===== src/rtl/spi_slave_burst.sv =====
// rtl/spi_slave_burst.sv - SPI slave command decoder with single and burst access to an external synchronous RAM
module spi_slave_burst #(
    parameter int DATA_WIDTH = 8,
    parameter int ADDR_WIDTH = 8,
    parameter int CMD_WIDTH  = 3
) (
    input  logic                  clk,
    input  logic                  rst_n,
    input  logic                  SS_n,
    input  logic                  MOSI,
    output logic                  MISO,
    output logic [ADDR_WIDTH-1:0] mem_addr,
    output logic [DATA_WIDTH-1:0] mem_wdata,
    output logic                  mem_we,
    output logic                  mem_re,
    input  logic [DATA_WIDTH-1:0] mem_rdata,
    output logic                  cmd_err
);

    localparam int F     = CMD_WIDTH + DATA_WIDTH;
    localparam int CNT_W = $clog2(F + 1);

    if (ADDR_WIDTH > DATA_WIDTH) begin : g_bad_addr_width
        $error("spi_slave_burst: ADDR_WIDTH must not exceed DATA_WIDTH");
    end
    if (CMD_WIDTH != 3) begin : g_bad_cmd_width
        $error("spi_slave_burst: CMD_WIDTH must be 3");
    end
    if (DATA_WIDTH < 2) begin : g_bad_data_width
        $error("spi_slave_burst: DATA_WIDTH must be at least 2");
    end

    typedef enum logic [2:0] {
        IDLE,
        CMD,
        WR_BURST,
        RD_WAIT,
        RD_SHIFT,
        DONE
    } state_t;

    localparam logic [2:0] OP_WR_ADDR  = 3'b000;
    localparam logic [2:0] OP_WR_DATA  = 3'b001;
    localparam logic [2:0] OP_WR_BURST = 3'b010;
    localparam logic [2:0] OP_RD_BURST = 3'b011;
    localparam logic [2:0] OP_RD_ADDR  = 3'b110;
    localparam logic [2:0] OP_RD_DATA  = 3'b111;

    state_t                state;
    state_t                state_nx;
    logic [CNT_W-1:0]      bit_cnt;
    logic [F-2:0]          rx_shift;
    logic [F-1:0]          frame;
    logic [2:0]            cmd;
    logic [DATA_WIDTH-1:0] word;
    logic [DATA_WIDTH-1:0] tx_shift;
    logic [DATA_WIDTH-1:0] pf_data;
    logic [DATA_WIDTH-1:0] load_data;
    logic [ADDR_WIDTH-1:0] wr_addr;
    logic [ADDR_WIDTH-1:0] rd_addr;
    logic                  rd_burst;
    logic                  rd_pending;
    logic                  frame_end;
    logic                  word_end;
    logic                  load_word;

    // frame includes the bit sampled on the current edge, so decode happens on that same edge
    assign frame     = {rx_shift, MOSI};
    assign cmd       = frame[F-1 -: 3];
    assign word      = frame[DATA_WIDTH-1:0];
    // rd_pending marks mem_rdata as live this cycle; otherwise use the captured prefetch
    assign load_data = rd_pending ? mem_rdata : pf_data;

    always_ff @(posedge clk or negedge rst_n) begin
        if (!rst_n) begin
            state <= IDLE;
        end else begin
            state <= state_nx;
        end
    end

    always_comb begin
        state_nx  = state;
        frame_end = 1'b0;
        word_end  = 1'b0;
        load_word = 1'b0;
        if (SS_n) begin
            state_nx = IDLE;
        end else begin
            case (state)
                IDLE: state_nx = CMD;
                CMD: begin
                    if (bit_cnt == CNT_W'(F - 1)) begin
                        frame_end = 1'b1;
                        case (cmd)
                            OP_WR_BURST:            state_nx = WR_BURST;
                            OP_RD_DATA, OP_RD_BURST: state_nx = RD_WAIT;
                            default:                state_nx = DONE;
                        endcase
                    end
                end
                WR_BURST: word_end = (bit_cnt == CNT_W'(DATA_WIDTH - 1));
                RD_WAIT: begin
                    if (bit_cnt == CNT_W'(1)) begin
                        load_word = 1'b1;
                        state_nx  = RD_SHIFT;
                    end
                end
                RD_SHIFT: begin
                    if (bit_cnt == CNT_W'(DATA_WIDTH)) begin
                        if (rd_burst) begin
                            load_word = 1'b1;
                        end else begin
                            state_nx = DONE;
                        end
                    end
                end
                DONE:    state_nx = DONE;
                default: state_nx = IDLE;
            endcase
        end
    end

    always_ff @(posedge clk or negedge rst_n) begin
        if (!rst_n) begin
            bit_cnt    <= '0;
            rx_shift   <= '0;
            tx_shift   <= '0;
            pf_data    <= '0;
            wr_addr    <= '0;
            rd_addr    <= '0;
            rd_burst   <= 1'b0;
            rd_pending <= 1'b0;
            MISO       <= 1'b0;
            mem_addr   <= '0;
            mem_wdata  <= '0;
            mem_we     <= 1'b0;
            mem_re     <= 1'b0;
            cmd_err    <= 1'b0;
        end else begin
            mem_we     <= 1'b0;
            mem_re     <= 1'b0;
            cmd_err    <= 1'b0;
            rd_pending <= mem_re;
            if (SS_n) begin
                bit_cnt    <= '0;
                rd_burst   <= 1'b0;
                rd_pending <= 1'b0;
                MISO       <= 1'b0;
            end else begin
                rx_shift <= frame[F-2:0];
                if (rd_pending && !load_word) begin
                    pf_data <= mem_rdata;
                end
                case (state)
                    IDLE: bit_cnt <= '0;
                    CMD: begin
                        if (frame_end) begin
                            bit_cnt <= '0;
                            case (cmd)
                                OP_WR_ADDR: wr_addr <= word[ADDR_WIDTH-1:0];
                                OP_WR_DATA, OP_WR_BURST: begin
                                    mem_we    <= 1'b1;
                                    mem_addr  <= wr_addr;
                                    mem_wdata <= word;
                                    if (cmd == OP_WR_BURST) begin
                                        wr_addr <= wr_addr + 1'b1;
                                    end
                                end
                                OP_RD_ADDR: rd_addr <= word[ADDR_WIDTH-1:0];
                                OP_RD_DATA, OP_RD_BURST: begin
                                    mem_re   <= 1'b1;
                                    mem_addr <= rd_addr;
                                    rd_burst <= (cmd == OP_RD_BURST);
                                end
                                default: cmd_err <= 1'b1;
                            endcase
                        end else begin
                            bit_cnt <= bit_cnt + 1'b1;
                        end
                    end
                    WR_BURST: begin
                        if (word_end) begin
                            bit_cnt   <= '0;
                            mem_we    <= 1'b1;
                            mem_addr  <= wr_addr;
                            mem_wdata <= word;
                            wr_addr   <= wr_addr + 1'b1;
                        end else begin
                            bit_cnt <= bit_cnt + 1'b1;
                        end
                    end
                    RD_WAIT: bit_cnt <= bit_cnt + 1'b1;
                    RD_SHIFT: begin
                        if (bit_cnt == CNT_W'(DATA_WIDTH)) begin
                            MISO <= 1'b0;
                        end else begin
                            MISO     <= tx_shift[DATA_WIDTH-1];
                            tx_shift <= {tx_shift[DATA_WIDTH-2:0], 1'b0};
                            bit_cnt  <= bit_cnt + 1'b1;
                        end
                    end
                    default: MISO <= 1'b0;
                endcase
                // MSB goes straight to MISO; the shifter holds the remaining bits
                if (load_word) begin
                    MISO     <= load_data[DATA_WIDTH-1];
                    tx_shift <= {load_data[DATA_WIDTH-2:0], 1'b0};
                    bit_cnt  <= CNT_W'(1);
                    if (rd_burst) begin
                        rd_addr  <= rd_addr + 1'b1;
                        mem_addr <= rd_addr + 1'b1;
                        mem_re   <= 1'b1;
                    end
                end
            end
        end
    end

endmodule


===== config.mk =====
export PLATFORM = sky130hd
export DESIGN_NAME = spi_slave_burst
export DESIGN_NICKNAME = d
export VERILOG_FILES = /design/src/rtl/spi_slave_burst.sv
export SDC_FILE = /design/constraint.sdc
export NUM_CORES = 1
export LEC_CHECK = 0
export ABC_CLOCK_PERIOD_IN_PS = 4700
export BUFFER_PORTS_ARGS = -buffer_cell sky130_fd_sc_hd__buf_2
export CAP_MARGIN = 30
export CORE_MARGIN = 1.5
export CORE_UTILIZATION = 30
export CTS_CLUSTER_DIAMETER = 200
export DETAILED_ROUTE_END_ITERATION = 10
export HOLD_SLACK_MARGIN = 0.12
export SLEW_MARGIN = 5
export SYNTH_ARGS = -nofsm -noshare
export SYNTH_HDL_FRONTEND = slang
export SYNTH_SLANG_ARGS = --single-unit
export TNS_END_PERCENT = 100

===== constraint.sdc =====
create_clock -name clk -period 4.7 [get_ports clk]
set_input_delay 1.175 -clock clk [delete_from_list [all_inputs] [get_ports clk]]
set_output_delay 1.175 -clock clk [all_outputs]
set_load 0.01 [all_outputs]

==> run summary <==
- **outcome** completed
- **Leakage Power** 0.00195 uW
- **vias in the first global route** 2861
- **fin crit period** 3100 ps
- **global-route layer with the greatest usage** met2
- **multi-input logic area** 0.00181 mm^2
- **number of optimization iterations in the first detailed-route pass** 4
- **async set-or-reset flop fraction in the synthesized netlist** 100%
- **Arr. time, crit path** 3320 ps
- **CP peak stage delay** 700 ps
- **Port Buffer Count** 31
- **routed length per instance** 15.7 um
- **Rows** 40
- **global-route wire length before repair** 14.9 mm
- **Worst slew margin** 43.0%
- **slowest stage cell on the critical path** sky130_fd_sc_hd__o31ai_4
- **antenna-violating nets left** 0
- **die height** 114 um
- **hold_buf cts** 0
- **primary flip-flop cell chosen by synthesis mapping** sky130_fd_sc_hd__dfrtp_1
- **synthesized-area fraction occupied by adder cells** 2.02%
- **Seq/Total Area, Yosys** 47.2%
- **final clock skew** 5.13 ps
- **maximum operating frequency** 323 MHz
- **fillcell total** 1224
- **DR vias** 2882
- **number of distinct library cell variants in the gate-level netlist after synthesis** 65
- **initial detailed-routing violation count** 200
- **count of state elements after synthesis** 70
- **final-report max-slew violation count** 0
- **root buf cell** sky130_fd_sc_hd__clkbuf_16
- **insertion delay of the later-clocked pin in the worst-skew pair** 340 ps
- **largest net degree at the start of global routing** 38
- **# placed instances** 546
- **count of H-tree levels built during CTS** 3
- **clk slew on worst S/H paths** 60 ps
- **maximum number of buffers from clock root to sink** 2
- **clock tree from TritonCTS** built
- **class of the tightest hold or removal check** reg2reg
- **sum of negative setup slack** 0 ps
- **post-synthesis to final-layout area growth** 16.3%
- **startpoint kind of the worst setup timing path** primary input
- **final wirelength** 8.80 mm
- **Reg area** 0.00175 mm^2
- **Tightest Pin Transition** 855 ps
- **final hold violations** 0
- **CTS sink cnt** 70
- **count of warnings emitted by yosys** 0
- **overall overflow remaining after global route** 0
- **XOR/XNOR Fraction of Synth Area** 1.42%
- **Design Area, Final** 0.00432 mm^2
- **fraction of the mapped netlist area in simple logic gates** 15.3%
- **post-CTS setup buffers** 0
- **# setup viols final** 0
- **final weighted congestion in routability-driven placement** 0.824
- **M2 GR Usage** 22.7%
- **met3 Use GR** 4.18%
- **setup repair after global routing missed its margin** false
- **initial core utilization** 30.8%
- **io pins** 32
- **total global routing track utilization** 14.7%
- **share of the clock period used by the worst path after layout** 65.9%
- **die area** 0.0130 mm^2
- **Power Density** 424 mW/mm^2
- **crit path max fanout** 35
- **CP endpoint kind** flop
- **average cell area after synthesis** 10.2 um^2
- **IR Drop Worst-Case VDD** 0.153 mV
- **final routed DRC violation total** 0
- **final standard cell count with taps included and fillers excluded** 562
- **number of max-capacitance violations reported** 0
- **mux contribution to synthesized area** 11.4%
- **number of buffers inserted during clock tree synthesis** 9
- **cell area after placement** 0.00402 mm^2
- **start-to-end type of the worst setup path** in2reg
- **number of antenna violations at the first check in global routing** 0
- **post-CTS sizing** 0
- **Post-Synthesis Cells** 363
- **share of cells above drive strength 1** 22.6%
- **final worst hold slack** 493 ps
- **series of cell instances along the critical path** buf_2 -> nand4bb_1 -> or2_4 -> o31ai_4 -> mux2_2
- **cell type group with the largest total delay on the critical path** simple AND/OR/NAND/NOR gates
- **share of the synthesized area in compound gates (AO/OA/AOI/OAI)** 18.7%
- **main combinational cell family by area after synthesis** compound AO/OA/AOI/OAI gates
- **DP Wirelength** 6.14 mm
- **die span in x** 114 um
- **netlist area before placement** 0.00371 mm^2
- **total inserted antenna cells** 0
- **met1 usage** 19.8%
- **number of flops mapped to enable cells by yosys** 0
- **final core utilization** 35.8%
- **final net count** 407
- **count of buffer and inverter cells on the critical path** 1
- **syn nets** 381
- **Placeable Area** 0.0121 mm^2
- **data required time at the worst endpoint** 4920 ps
- **ratio of routed vias to standard cells** 5.13
[where the power goes]
group | total [uW] | internal, uW | switching [uW]
Combinational | 375 | 164 | 211
Sequential | 763 | 663 | 100
Clock | 690 | 423 | 267
Total | 1830 | 1250 | 578
[cell usage in the layout (no fill, tap or decap), types with 4 or more instances in the layout]
cell,count
sky130_fd_sc_hd__mux2_2,26
sky130_fd_sc_hd__nand3_1,17
sky130_fd_sc_hd__xnor2_1,4
sky130_fd_sc_hd__or2_2,4
sky130_fd_sc_hd__a211oi_1,6
sky130_fd_sc_hd__dfrtp_1,70
sky130_fd_sc_hd__a221oi_1,6
sky130_fd_sc_hd__nor2_1,21
sky130_fd_sc_hd__clkbuf_16,9
sky130_fd_sc_hd__o21ai_0,22
sky130_fd_sc_hd__mux2i_1,13
sky130_fd_sc_hd__nand2b_1,4
sky130_fd_sc_hd__o22ai_1,9
sky130_fd_sc_hd__buf_2,32
sky130_fd_sc_hd__buf_4,4
sky130_fd_sc_hd__nand2_1,18
sky130_fd_sc_hd__nor3_1,8
sky130_fd_sc_hd__a21oi_1,27
sky130_fd_sc_hd__ha_1,6
sky130_fd_sc_hd__inv_1,14
sky130_fd_sc_hd__nor2b_1,9
[sequential cells by signal (all words and copies together) (netlist names)]
signal,count
mem_we,1
tx_shift,7
mem_re,1
rd_pending,1
rx_shift,10
wr_addr,8
mem_addr,8
mem_wdata,8
bit_cnt,4
state,3
cmd_err,1
rd_addr,8
pf_data,8
rd_burst,1
MISO,1
[layer usage]
metal	vias to the layer above	part of all wire [%]
met5	-	0
met4	0	1.5
met3	9	3.8
met2	67	46
met1	1409	48
li1	1397	-
[worst reg2reg max path, stage by stage, from the launching register on]
cell and delay, ps:
sky130_fd_sc_hd__dfrtp_1 440, sky130_fd_sc_hd__inv_1 90, sky130_fd_sc_hd__ha_1 210, sky130_fd_sc_hd__and3b_1 250, sky130_fd_sc_hd__a32oi_1 610, sky130_fd_sc_hd__nand3_1 480
sky130_fd_sc_hd__mux2_2 410
[final cells by class]
type | instances | share of cell area (%)
multi-input combinational | 258 | 42.0
sequential | 70 | 40.6
clock buffer | 10 | 5.54
tap | 168 | 4.87
timing repair buffer | 36 | 4.41
clock inverter | 6 | 1.42
inverter | 14 | 1.22
[synthesized netlist by cell type, types with 4 or more instances]
cell                       number  area share, %
sky130_fd_sc_hd__clkbuf_1      14            1.4
sky130_fd_sc_hd__nor2b_1        9            1.5
sky130_fd_sc_hd__o22ai_1        9            1.5
sky130_fd_sc_hd__a211oi_1       6            1.2
sky130_fd_sc_hd__nand2_1       18            1.8
sky130_fd_sc_hd__mux2i_1       13            3.5
sky130_fd_sc_hd__nand3_1       17            2.3
sky130_fd_sc_hd__a221oi_1       6            1.4
sky130_fd_sc_hd__or2_2          4           0.67
sky130_fd_sc_hd__nor2_1        21            2.1
sky130_fd_sc_hd__dfrtp_1       70             47
sky130_fd_sc_hd__ha_1           6            2.0
sky130_fd_sc_hd__nand2b_1       4           0.67
sky130_fd_sc_hd__xnor2_1        4           0.94
sky130_fd_sc_hd__o21ai_0       22            3.0
sky130_fd_sc_hd__a21oi_1       27            3.6
sky130_fd_sc_hd__nor3_1         8            1.1
sky130_fd_sc_hd__mux2_2        26            7.9
sky130_fd_sc_hd__inv_1         14            1.4
[per-stage QoR]
stage / setup slack [ps] / total power (uW)
floorplan: 1860 / 1050
global placement: 1300 / 1140
detailed placement: 1230 / 1150
CTS: 1580 / 1850
global route: 1450 / 1940
finish: 1600 / 1830
[worst paths after layout]
check | cells past startpoint | start | slack, ps | end
max | 5 | SS_n | 1600 | mem_wdata[6]$_DFFE_PN0P_
min | 2 | mem_addr[6]$_DFFE_PN0N_ | 490 | mem_addr[6]$_DFFE_PN0N_
max reg2reg | 6 | bit_cnt[0]$_DFFE_PN0P_ | 2090 | pf_data[7]$_DFFE_PN0P_
min reg2reg | 2 | mem_addr[6]$_DFFE_PN0N_ | 490 | mem_addr[6]$_DFFE_PN0N_
max in group asynchronous | 2 | rst_n | 2810 | wr_addr[5]$_DFFE_PN0P_
min in group asynchronous | 1 | rst_n | 940 | bit_cnt[3]$_DFFE_PN0P_
[logic make-up (layout without fill, tap and decap cells)]
kind of cell / count (synthesis) / after routing
multiplexers: 39 / 39
buffers and inverters: 35 / 66
XOR/XNOR: 6 / 6
adder cells (fa/ha/maj): 6 / 6
flip-flops: 70 / 70
AO/OA/AOI/OAI: 103 / 103
AND/OR/NAND/NOR: 104 / 104
Power figures use the tool's default switching activity.
